===== config.mk =====
export PLATFORM = sky130hd
export DESIGN_NAME = cnn_out_frame_writer
export DESIGN_NICKNAME = d
export VERILOG_FILES = /design/src/rtl/cnn_out_pkg.sv /design/src/rtl/cnn_out_frame_writer_sync_fifo.sv /design/src/rtl/cnn_out_frame_writer.sv
export SDC_FILE = /design/constraint.sdc
export NUM_CORES = 1
export LEC_CHECK = 0
export ABC_AREA = 1
export CORE_ASPECT_RATIO = 0.6
export CORE_UTILIZATION = 40
export DETAILED_ROUTE_END_ITERATION = 7
export GPL_ROUTABILITY_DRIVEN = 0
export SLEW_MARGIN = 20
export SYNTH_ARGS = -nofsm -noshare
export SYNTH_HDL_FRONTEND = slang
export SYNTH_SLANG_ARGS = --single-unit

===== constraint.sdc =====
create_clock -name HCLK -period 8.7 [get_ports HCLK]
set_input_delay 1.74 -clock HCLK [delete_from_list [all_inputs] [get_ports HCLK]]
set_output_delay 1.74 -clock HCLK [all_outputs]
set_load 0.005 [all_outputs]

===== src/rtl/cnn_out_pkg.sv =====
// Shared definitions for the CNN output frame writer.
//   state_t  : frame writer FSM states (IDLE, ACTIVE, DRAIN, DONE)
//   W_ENTRY  : FIFO entry width for the default geometry (pixel + word offset)
package cnn_out_pkg;

    localparam int unsigned W_DATA_DEF       = 32;
    localparam int unsigned W_WORD_DEF       = 14;
    localparam int unsigned W_FRAME_SIZE_DEF = 25;
    localparam int unsigned W_ENTRY          = W_DATA_DEF + W_WORD_DEF;

    typedef enum logic [1:0] {
        S_IDLE   = 2'd0,
        S_ACTIVE = 2'd1,
        S_DRAIN  = 2'd2,
        S_DONE   = 2'd3
    } state_t;

endpackage


===== src/rtl/cnn_out_frame_writer_sync_fifo.sv =====
// sync_fifo: single-clock FIFO with registered full/empty flags.
//   clk, rst      : clock, asynchronous active-high reset
//   push, din     : write request and data (accepted when not full, or when
//                   a pop happens in the same cycle)
//   pop, dout     : read request and head-of-queue data (ignored when empty)
//   full, empty   : registered status flags
//   count         : registered occupancy
module sync_fifo #(
    parameter int unsigned WIDTH = 46,
    parameter int unsigned DEPTH = 16
) (
    input  logic                     clk,
    input  logic                     rst,
    input  logic                     push,
    input  logic [WIDTH-1:0]         din,
    input  logic                     pop,
    output logic [WIDTH-1:0]         dout,
    output logic                     full,
    output logic                     empty,
    output logic [$clog2(DEPTH):0]   count
);

    localparam int unsigned AW = $clog2(DEPTH);
    localparam logic [AW:0] FULL_CNT = (AW+1)'(DEPTH);

    logic [WIDTH-1:0] mem [DEPTH];
    logic [AW-1:0]    wr_ptr;
    logic [AW-1:0]    rd_ptr;
    logic             do_push;
    logic             do_pop;
    logic [AW:0]      count_next;

    assign do_pop  = pop & ~empty;
    // A full FIFO can still take a push when the head leaves in the same cycle.
    assign do_push = push & (~full | do_pop);
    assign dout    = mem[rd_ptr];

    always_comb begin
        count_next = count;
        if (do_push && !do_pop) begin
            count_next = count + 1'b1;
        end else if (!do_push && do_pop) begin
            count_next = count - 1'b1;
        end
    end

    always_ff @(posedge clk or posedge rst) begin
        if (rst) begin
            wr_ptr <= '0;
            rd_ptr <= '0;
            count  <= '0;
            full   <= 1'b0;
            empty  <= 1'b1;
        end else begin
            wr_ptr <= wr_ptr + AW'(do_push);
            rd_ptr <= rd_ptr + AW'(do_pop);
            count  <= count_next;
            full   <= (count_next == FULL_CNT);
            empty  <= (count_next == '0);
        end
    end

    always_ff @(posedge clk) begin
        if (do_push) begin
            mem[wr_ptr] <= din;
        end
    end

endmodule


===== src/rtl/cnn_out_frame_writer.sv =====
// cnn_out_frame_writer: captures one CNN output frame into shared SRAM.
//   HCLK, HRESET          : clock, asynchronous active-high reset
//   start, base_addr,
//   frame_size            : arm one frame; address/size latched on start
//   in_pixel, in_valid    : accelerator output stream (no backpressure)
//   sram_req, sram_gnt    : SRAM port arbitration
//   sram_en, sram_we,
//   sram_addr, sram_wdata : registered SRAM write port
//   busy                  : capturing or draining
//   frame_done            : one-cycle pulse with the final write
//   done_status, overflow : sticky status, cleared by start
//   pix_count             : pixels seen this frame (accepted or dropped)
module cnn_out_frame_writer
    import cnn_out_pkg::*;
#(
    parameter int unsigned W_DATA       = W_DATA_DEF,
    parameter int unsigned W_WORD       = W_WORD_DEF,
    parameter int unsigned W_FRAME_SIZE = W_FRAME_SIZE_DEF,
    parameter int unsigned FIFO_DEPTH   = 16
) (
    input  logic                    HCLK,
    input  logic                    HRESET,
    input  logic                    start,
    input  logic [W_WORD-1:0]       base_addr,
    input  logic [W_FRAME_SIZE-1:0] frame_size,
    input  logic [W_DATA-1:0]       in_pixel,
    input  logic                    in_valid,
    output logic                    sram_req,
    input  logic                    sram_gnt,
    output logic                    sram_en,
    output logic                    sram_we,
    output logic [W_WORD-1:0]       sram_addr,
    output logic [W_DATA-1:0]       sram_wdata,
    output logic                    busy,
    output logic                    frame_done,
    output logic                    done_status,
    output logic                    overflow,
    output logic [W_FRAME_SIZE-1:0] pix_count
);

    localparam int unsigned EW = W_DATA + W_WORD;
    localparam int unsigned CW = $clog2(FIFO_DEPTH) + 1;

    state_t                  state;
    logic [W_WORD-1:0]       base;
    logic [W_FRAME_SIZE-1:0] fsize;

    logic [EW-1:0] push_entry;
    logic [EW-1:0] head;
    logic          fifo_full;
    logic          fifo_empty;
    logic [CW-1:0] fifo_count;

    logic take;
    logic push_ok;
    logic pop;
    logic last_pixel;
    logic empty_next;

    assign busy     = (state == S_ACTIVE) || (state == S_DRAIN);
    assign sram_req = busy & ~fifo_empty;
    assign pop      = sram_req & sram_gnt;

    assign take       = (state == S_ACTIVE) & in_valid;
    assign push_ok    = take & (~fifo_full | pop);
    assign last_pixel = take & ((pix_count + 1'b1) == fsize);
    assign push_entry = {pix_count[W_WORD-1:0], in_pixel};

    // FIFO is empty after this edge: nothing pushed and either nothing held
    // or the only entry leaves now. Used so frame_done lines up with the
    // final sram_en instead of trailing it by a cycle.
    assign empty_next = ~push_ok & (fifo_count == CW'(pop));

    sync_fifo #(
        .WIDTH (EW),
        .DEPTH (FIFO_DEPTH)
    ) u_fifo (
        .clk   (HCLK),
        .rst   (HRESET),
        .push  (push_ok),
        .din   (push_entry),
        .pop   (pop),
        .dout  (head),
        .full  (fifo_full),
        .empty (fifo_empty),
        .count (fifo_count)
    );

    always_ff @(posedge HCLK or posedge HRESET) begin
        if (HRESET) begin
            state       <= S_IDLE;
            base        <= '0;
            fsize       <= '0;
            pix_count   <= '0;
            overflow    <= 1'b0;
            done_status <= 1'b0;
            frame_done  <= 1'b0;
            sram_en     <= 1'b0;
            sram_we     <= 1'b0;
            sram_addr   <= '0;
            sram_wdata  <= '0;
        end else begin
            frame_done <= 1'b0;
            sram_en    <= pop;
            sram_we    <= pop;
            if (pop) begin
                sram_addr  <= base + head[EW-1:W_DATA];
                sram_wdata <= head[W_DATA-1:0];
            end
            if (frame_done) begin
                done_status <= 1'b1;
            end

            case (state)
                S_IDLE, S_DONE: begin
                    if (start) begin
                        base        <= base_addr;
                        fsize       <= frame_size;
                        pix_count   <= '0;
                        overflow    <= 1'b0;
                        done_status <= 1'b0;
                        if (frame_size == '0) begin
                            state      <= S_DONE;
                            frame_done <= 1'b1;
                        end else begin
                            state <= S_ACTIVE;
                        end
                    end
                end
                S_ACTIVE: begin
                    if (in_valid) begin
                        pix_count <= pix_count + 1'b1;
                        if (!push_ok) begin
                            overflow <= 1'b1;
                        end
                        if (last_pixel) begin
                            if (empty_next) begin
                                state      <= S_DONE;
                                frame_done <= 1'b1;
                            end else begin
                                state <= S_DRAIN;
                            end
                        end
                    end
                end
                S_DRAIN: begin
                    if (empty_next) begin
                        state      <= S_DONE;
                        frame_done <= 1'b1;
                    end
                end
                default: state <= S_IDLE;
            endcase
        end
    end

endmodule


# Word-level counts from Yosys, hierarchy flattened
# Memories as Yosys holds them, arrays and structs flattened.
# Index checks and enable logic that the tools add are counted.
word_totals:
  register_bits: 131
  latchBits: 0
  ramBits: 736
  mem_bits_ro: 0
  inputBits: 76
  output_inout_bits: 78
  elab_cells: 87
  mem_count: 1
classes:
  add_sub_neg: 6
  multipliers: 0
  div: 0
  n_lt_le_gt_ge: 0
  eq_ne: 11
  shifts: 0
  n_mux: 27
  bitwise_logic: 13
  n_reduce_logical: 14
memory_table:
  columns: ["memory", "words", "word_bits", "rd", "rd_clocked_by_memory_dff", "wr", "line", "source"]
  rows:
  - ["u_fifo.mem", 16, 46, 1, 0, 1, "cnn_out_frame_writer_sync_fifo.sv:26", "logic [WIDTH-1:0] mem [DEPTH];"]
ops:
  columns: ["op", "n"]
  rows:
  - ["$mux W25", 2]
  - ["$pmux W25 S2", 1]
  - ["$add A25 B1 Y25 const B", 1]
  - ["$eq A25 B25 Y1", 1]
  - ["$logic_not A25 Y1", 1]
  - ["$add A14 B14 Y14", 1]
  - ["$mux W1", 14]
  - ["$mux W2", 5]
  - ["$mux W5", 2]
  - ["$ne A2 B2 Y1 const B", 5]
  - ["$add A4 B1 Y4", 2]
  - ["$and A1 B1 Y1", 8]
  - ["$reduce_and A4 Y1", 2]
  - ["$pmux W2 S3", 1]
  - ["$add A5 B1 Y5 const B", 1]
  - ["$eq A5 B1 Y1", 1]
  - ["$eq A5 B5 Y1 const B", 1]
  - ["$logic_not A5 Y1", 1]
  - ["$sub A5 B1 Y5 const B", 1]
  - ["$eq A2 B2 Y1 const B", 2]
  - ["$not A1 Y1", 3]
  - ["$pmux W1 S3", 1]
  - ["$reduce_and A3 Y1", 1]
  - ["$eq A2 B1 Y1 const B", 1]
  - ["9 further kinds", 12]

# Longest topological paths before layout
logic_depth:
  word_depth: 12
  depth_mapped: 23

# By module
# A second synthesis with hierarchy kept.
unflattened:
  hier_cells: 3091
  area_unflattened_um2: 36028.3
by_module_without_submodules:
  columns: ["mod", "n_inst", "cells_per_inst", "area_per_inst_um2", "seq_area_each_um2"]
  rows:
  - ["sync_fifo", 1, 2200, 29515.8, 22477.8]
  - ["cnn_out_frame_writer", 1, 891, 6512.5, 2902.8]

# Least setup slack after synthesis
# No wires, ideal clock.
synth_timing:
  kind: "input to register"
  startpoint: "in sram_gnt"
  endpoint: "mem u_fifo.mem[0][0] (enable)"
  setup_time_ns: 0.450
  arrival_ns: 4.334
  required_ns: 8.250
  setup_slack_ns: 3.916
  path_stages: 4
  n_path_buf: 0
  path_cell_list: "nand2_1 > a21oi_2 > nand3_1 > nor2_1"
synth_via:
  elab_chain_cells: 6
  elab_cells_between_ends: 8
  cone_classes: "mux: 2; bitwise: 6"
synth_lines:
  columns: ["item", "line", "source"]
  rows:
  - ["from (decl)", "cnn_out_frame_writer.sv:29", "input logic sram_gnt,"]
  - ["$and A1 B1 Y1 *", "cnn_out_frame_writer.sv:62", "assign pop = sram_req & sram_gnt;"]
  - ["$or A1 B1 Y1 / $and A1 B1 Y1 (equally long branches)", "cnn_out_frame_writer.sv:65, cnn_out_frame_writer_sync_fifo.sv:33", null]
  - ["$and A1 B1 Y1 / $or A1 B1 Y1 (equally long branches)", "cnn_out_frame_writer.sv:65, cnn_out_frame_writer_sync_fifo.sv:35", null]
  - ["$and A1 B1 Y1 *", "cnn_out_frame_writer_sync_fifo.sv:35", "assign do_push = push & (~full | do_pop);"]
  - ["$mux W1 *", "cnn_out_frame_writer_sync_fifo.sv:64", "if (do_push) begin"]
  - ["$mux W1 (implied by the code) *", "cnn_out_frame_writer_sync_fifo.sv:65", "mem[wr_ptr] <= din;"]
  - ["to (decl)", "cnn_out_frame_writer_sync_fifo.sv:26", null]
# Every way passes the cells marked *; elsewhere a longest branch is shown, timed or not.

# Worst setup path after layout
layout_timing:
  startpoint: "in sram_gnt"
  endpoint: "mem u_fifo.mem[4][35] (enable)"
# The elaborated chain is that of the path after synthesis.

==> flow_metrics.py <==
metrics = {
    "status": {
        "status": "complete, no violations",
    },
    "timing": {
        "period_share": 0.542,
        "rsz0062_at_grt": "false",
        "setup_violations": 0,
        "max_freq_mhz": 212,
        "setup_ws_ns": 3.99,
        "maxSlewViolCount": 0,
        "hold_violations": 0,
        "finClkSkew_ns": 0.0259,
        "fin_crit_ns": 4.71,
        "worst_pin_slew_ns": 1.07,
        "slew_headroom": 0.290,
        "tns_ns": 0,
    },
    "clock_tree": {
        "postCtsHoldBufs": 0,
        "clock_path_buffers": 3,
        "post_cts_buffers": 0,
        "clock_latency_ns": 0.65,
        "cts_tree": "built",
        "htreeDepth": 3,
        "cts_sinks": 867,
        "cts_buffers": 81,
        "cts_root_buf": "clkbuf_16",
        "cts_resized": 0,
        "path_clk_slew_ns": 0.06,
    },
    "synthesis": {
        "ys_warn_count": 0,
        "ys.flop_type": "edfxtp_1",
        "ys_types": 47,
        "synth_seq_cells": 867,
        "synth_fp_nets": 3010,
        "synthCells": 2911,
        "syn_avg_cell_area_um2": 12.1,
        "postSynth.asyncResetShare": 0.151,
        "syn_area_mm2": 0.0352,
        "ys_seq_area_frac": 0.721,
        "synth_edf_count": 736,
    },
    "route": {
        "drt_iter0_markers": 2525,
        "ant_nets": 0,
        "drcViolationCount": 0,
        "num_vias": 23500,
        "avgViaCountPerCell": 5.58,
        "wl_per_cell_um": 22.1,
        "routed_wl_mm": 93.2,
        "drtPass1Iterations": 6,
    },
    "run": {
        "maxCapViolations": 0,
    },
    "setup_path": {
        "crit_chain": "clkdlybuf4s50_1, nand2_2, buf_4, a21oi_2, nand3_1, nor2_4, buf_4",
        "max_stage_delay_ns": 0.83,
        "worstSetupPathType": "in2reg",
        "critPathCaptureType": "flip-flop",
        "worst_r2r_startpoint": "u_fifo.rd_ptr[1]$_DFF_PP0_",
        "cp_common_cell": "buf_4",
        "path_max_fanout": 52,
        "required_ns": 8.97,
        "crit_arrival_ns": 4.99,
        "critPathTopFamily": "buffers and inverters",
        "crit_path_start_kind": "input pin",
        "crit_start": "sram_gnt",
        "critPathSlowestCell": "nor2_4",
        "worst-path-buf-inv": 3,
    },
    "layout": {
        "post-route-cell-area_mm2": 0.0406,
        "layout_commonest_cell": "edfxtp_1",
        "drive_above_1_share": 0.0670,
        "syn_to_final_growth_pct": 15.2,
        "fill_cells": 7551,
        "mostFrequentLayoutCells": "edfxtp_1 (736), nor2_1 (484), o21ai_0 (443)",
        "nets": 3107,
    },
    "floorplanning": {
        "die_area_mm2": 0.0892,
        "die_width_um": 385,
        "rows": 83,
        "die_y_um": 232,
        "core_mm2": 0.0863,
        "start_util": 0.408,
        "io-pin-count": 154,
    },
    "place": {
        "preCtsSetupSlack_ns": 3.24,
        "portBuffers": 153,
        "placed_cell_area_mm2": 0.0379,
        "hpwl_mm": 51.5,
    },
    "grt": {
        "overflow": 0,
        "grt_first_pass_wirelength_mm": 140,
        "grt.total_usage": 0.207,
        "grt_max_degree": 218,
        "antenna_found_initial": 2,
        "first_global_vias": 22900,
    },
    "power": {
        "p_leak_uw": 0.0139,
        "powerDensity_mw_per_mm2": 331,
        "ir_drop_mv": 0.241,
    },
    "worst_hold_path": {
        "hold_class": "reg2reg",
        "worstHoldStart": "sram_wdata[12]$_DFFE_PP0P_",
    },
}
## through the flow
step | util | hold WS [ns] | std cells | total power (uW)
after global placement | 0.439 | 0.471 | 4071 | 9860
after detailed placement | 0.439 | 0.473 | 4071 | 9960
after global routing | 0.470 | 0.509 | 4221 | 14200
after floorplan | - | 0.451 | 2911 | 8240
after CTS | 0.470 | 0.489 | 4220 | 13500
final | 0.470 | 0.484 | 4223 | 13400
## worst paths after layout
path,slack [ns],endpoint,cells past startpoint
worst max-delay path,3.99,u_fifo.mem[4][35]$_DFFE_PP_,7
worst min-delay path,0.48,sram_wdata[12]$_DFFE_PP0P_,2
worst max register to register,4.04,sram_addr[12]$_DFFE_PP0P_,19
worst min register to register,0.48,sram_wdata[12]$_DFFE_PP0P_,2
max in group asynchronous,5.98,u_fifo.rd_ptr[0]$_DFF_PP0_,3
min in group asynchronous,1.55,base[3]$_DFFE_PP0P_,2
## cell usage after synthesis, drive strengths merged, types with 11 or more instances
library cell,n,area share
nand3,73,0.010
a21oi,17,0.0025
xor2,23,0.0059
dfrtp,130,0.092
edfxtp,736,0.63
nand2,382,0.041
o21ai,448,0.064
ha,22,0.0078
o22ai,164,0.029
nor2,512,0.056
clkbuf,147,0.016
o221ai,58,0.014
buf,28,0.0039
inv,87,0.0093
nand3b,11,0.0023
## cells by family (layout without fill, tap and decap cells)
logic type,after synthesis,count (layout),share of synthesized area
flops,867,867,0.721
xor+xnor,32,32,0.00938
compound gates,721,721,0.117
buf+inv,263,426,0.0290
simple gates,1005,1005,0.115
fa+ha+maj,23,23,0.00839
other cells,0,2,0
## report_power, final
| group | internal, uW | switching [uW] |
|---|---|---|
| clock network | 1990 | 1520 |
| registers | 4920 | 350 |
| logic | 1510 | 3120 |
## sequential cells by signal (all words and copies together), names as in the netlist, 2 cells and up
name and count:
base 14, fsize 25, pix_count 25, sram_addr 14
sram_wdata 32, state 2, u_fifo.count 5, u_fifo.mem 736
u_fifo.rd_ptr 4, u_fifo.wr_ptr 4
## final cells by class
cell class	count	area, um2	share of cell area
multi-input combinational	1781	8930	0.220
inverter	88	345	0.00852
timing repair buffer	189	1840	0.0454
clock inverter	34	304	0.00750
sequential	867	25400	0.626
tap	1147	1440	0.0354
antenna	2	5.00	0.000123
clock buffer	115	2300	0.0567
## worst min-delay path, stage by stage, from the launching register on
cell	delay, ns
dfrtp_1	0.34
nand2_1	0.05
nand2_1	0.06
## layer usage
layer / track usage / routed length [um] / vias to the layer above
met5: 0 / 0 / -
met4: 0.0582 / 2330 / 0
met3: 0.0440 / 7800 / 139
met2: 0.308 / 40600 / 950
met1: 0.306 / 42500 / 11700
li1: - / - / 10700
No activity file was read; power rests on OpenSTA's default activity.
==> patch, RTL diff (same flow settings) <==
Set the package constant `W_WORD_DEF` to 7 (it was 14).
--- a/src/rtl/cnn_out_pkg.sv
+++ b/src/rtl/cnn_out_pkg.sv
@@ -4,7 +4,7 @@
 package cnn_out_pkg;
 
     localparam int unsigned W_DATA_DEF       = 32;
-    localparam int unsigned W_WORD_DEF       = 14;
+    localparam int unsigned W_WORD_DEF       = 7;
     localparam int unsigned W_FRAME_SIZE_DEF = 25;
     localparam int unsigned W_ENTRY          = W_DATA_DEF + W_WORD_DEF;
 
Ports: changed (resized base_addr and sram_addr); port bits go from 154 to 140. No check against the original RTL was run, so the function may have changed too.
==> patch against the unedited design <==
Routed wire length shrank 11%. Largest cell class unchanged. Synthesized area shrank 14%. Hold slack better by 0.011 ns. Final area is 13% lower. Sequential share of layout area shrank 1.3 points. Worst setup slack better by 0.034 ns. Total power is 15% lower. Cell count fell by 12%. Global-route usage grew 0.76 points. Sequential cell count decreased by 126. Critical path type unchanged.
==> patch: results (changes against the unedited design) <==
met3 wire length 6.78 mm (was 7.80 mm); met3 global-route usage 0.0413 (was 0.0440); worst ir drop on vdd 0.356 mV (was 0.241 mV); drt via density 5.59 (was 5.58); Port-buffer cells 139 (was 153); count of filler cells inserted in the layout 6574 (was 7551); wire length on met1 38.7 mm (was 42.5 mm); leakage power of the design 12.4 nW (was 13.9 nW); source of the worst hold timing path sram_wdata[31] (was sram_wdata[12]); via count of the first global-routing pass 20026 (was 22947); final core utilization 0.475 (was 0.470); sequential fraction of the synthesis area 0.712 (was 0.721); global-route usage over all layers 0.215 (was 0.207); run status complete, no violations (unchanged); Post-synth EDFFs 624 (was 736); number of nets in the layout 2771 (was 3107); synth unique cells 45 (was 47); startpoint of the most critical register-to-register path u_fifo.rd_ptr[0] (was u_fifo.rd_ptr[1]); leading registers by flop count u_fifo.mem x624, sram_wdata x32 (was u_fifo.mem x736, sram_wdata x32); leading post-synthesis cells by cell area sky130_fd_sc_hd__edfxtp_1 62%, sky130_fd_sc_hd__dfrtp_1 9.5%, sky130_fd_sc_hd__nand2_1 7.2% (was sky130_fd_sc_hd__edfxtp_1 63%, sky130_fd_sc_hd__dfrtp_1 9.2%, sky130_fd_sc_hd__o21ai_0 6.3%); wire length per cell 22.3 µm (was 22.1 µm); detailed placer's ending HPWL 49.7 mm (was 51.5 mm); layout cell share with drive strength beyond 1 0.0754 (was 0.0670); global-route met1 utilization 0.328 (was 0.306); ys async rst share 0.158 (was 0.151); syn avg cell area 11.8 µm² (was 12.1 µm²); total length of routed met2 wires 35.9 mm (was 40.6 mm); First DRT Iteration DRCs 2416 (was 2525); cell count after placement 3601 (was 4071); Placed Instance Area 32900 µm² (was 37900 µm²); number of buffers created by CTS 70 (was 81); final cell count without fillers 3732 (was 4223); insertion delay of the later-clocked pin in the worst-skew pair 0.62 ns (was 0.65 ns); Post-Place Worst Slack 3.44 ns (was 3.24 ns); clock skew after layout 0.0158 ns (was 0.0259 ns)
patch: cell count changes in the layout (fill, tap and decap cells not counted), moves of 75 or more:
| cell | unedited run | this run |
|---|---|---|
| sky130_fd_sc_hd__nor2_1 | 484 | 238 |
| sky130_fd_sc_hd__edfxtp_1 | 736 | 624 |
| sky130_fd_sc_hd__o22ai_1 | 164 | 89 |
| sky130_fd_sc_hd__a21oi_1 | 15 | 138 |
| sky130_fd_sc_hd__nand2_1 | 373 | 579 |
| sky130_fd_sc_hd__o21ai_0 | 443 | 220 |
patch: final timing paths:
kind,end,slack (ns),cells past startpoint
worst min-delay path,sram_wdata[31],0.49,2
worst min register to register,sram_wdata[31],0.49,2
max in group asynchronous,sram_wdata[30],5.75,3
min in group asynchronous,fsize[16],1.60,2
worst max-delay path,u_fifo.mem[11][4],4.02,7
worst max register to register,sram_addr[6],4.11,17
patch: critical path, delay by kind of cell:
family | cells | cell delay, ns
AO/OA/AOI/OAI | 1 | 0.56
buffers and inverters | 3 | 1.28
AND/OR/NAND/NOR | 3 | 1.35
patch: cell type report:
cell class | count | share of cell area
multi-input combinational | 1599 | 0.225
inverter | 100 | 0.0110
clock buffer | 90 | 0.0555
antenna | 1 | 0.0000708
timing repair buffer | 174 | 0.0468
clock inverter | 40 | 0.0138
sequential | 741 | 0.613
tap | 987 | 0.0349
patch: power breakdown:
part,internal [mW],switching [mW],total (mW)
logic,1.13,2.49,3.62
clock network,1.91,1.35,3.26
registers,4.21,0.293,4.50
total,7.24,4.13,11.4
patch: cells by family after synthesis:
kind of cell | synth area share
and+or+nand+nor | 0.133
DFF | 0.712
AOI/OAI and AO/OA | 0.113
buffers and inverters | 0.0311
adders and majority gates | 0.00682
xor gates and xnor gates | 0.00431
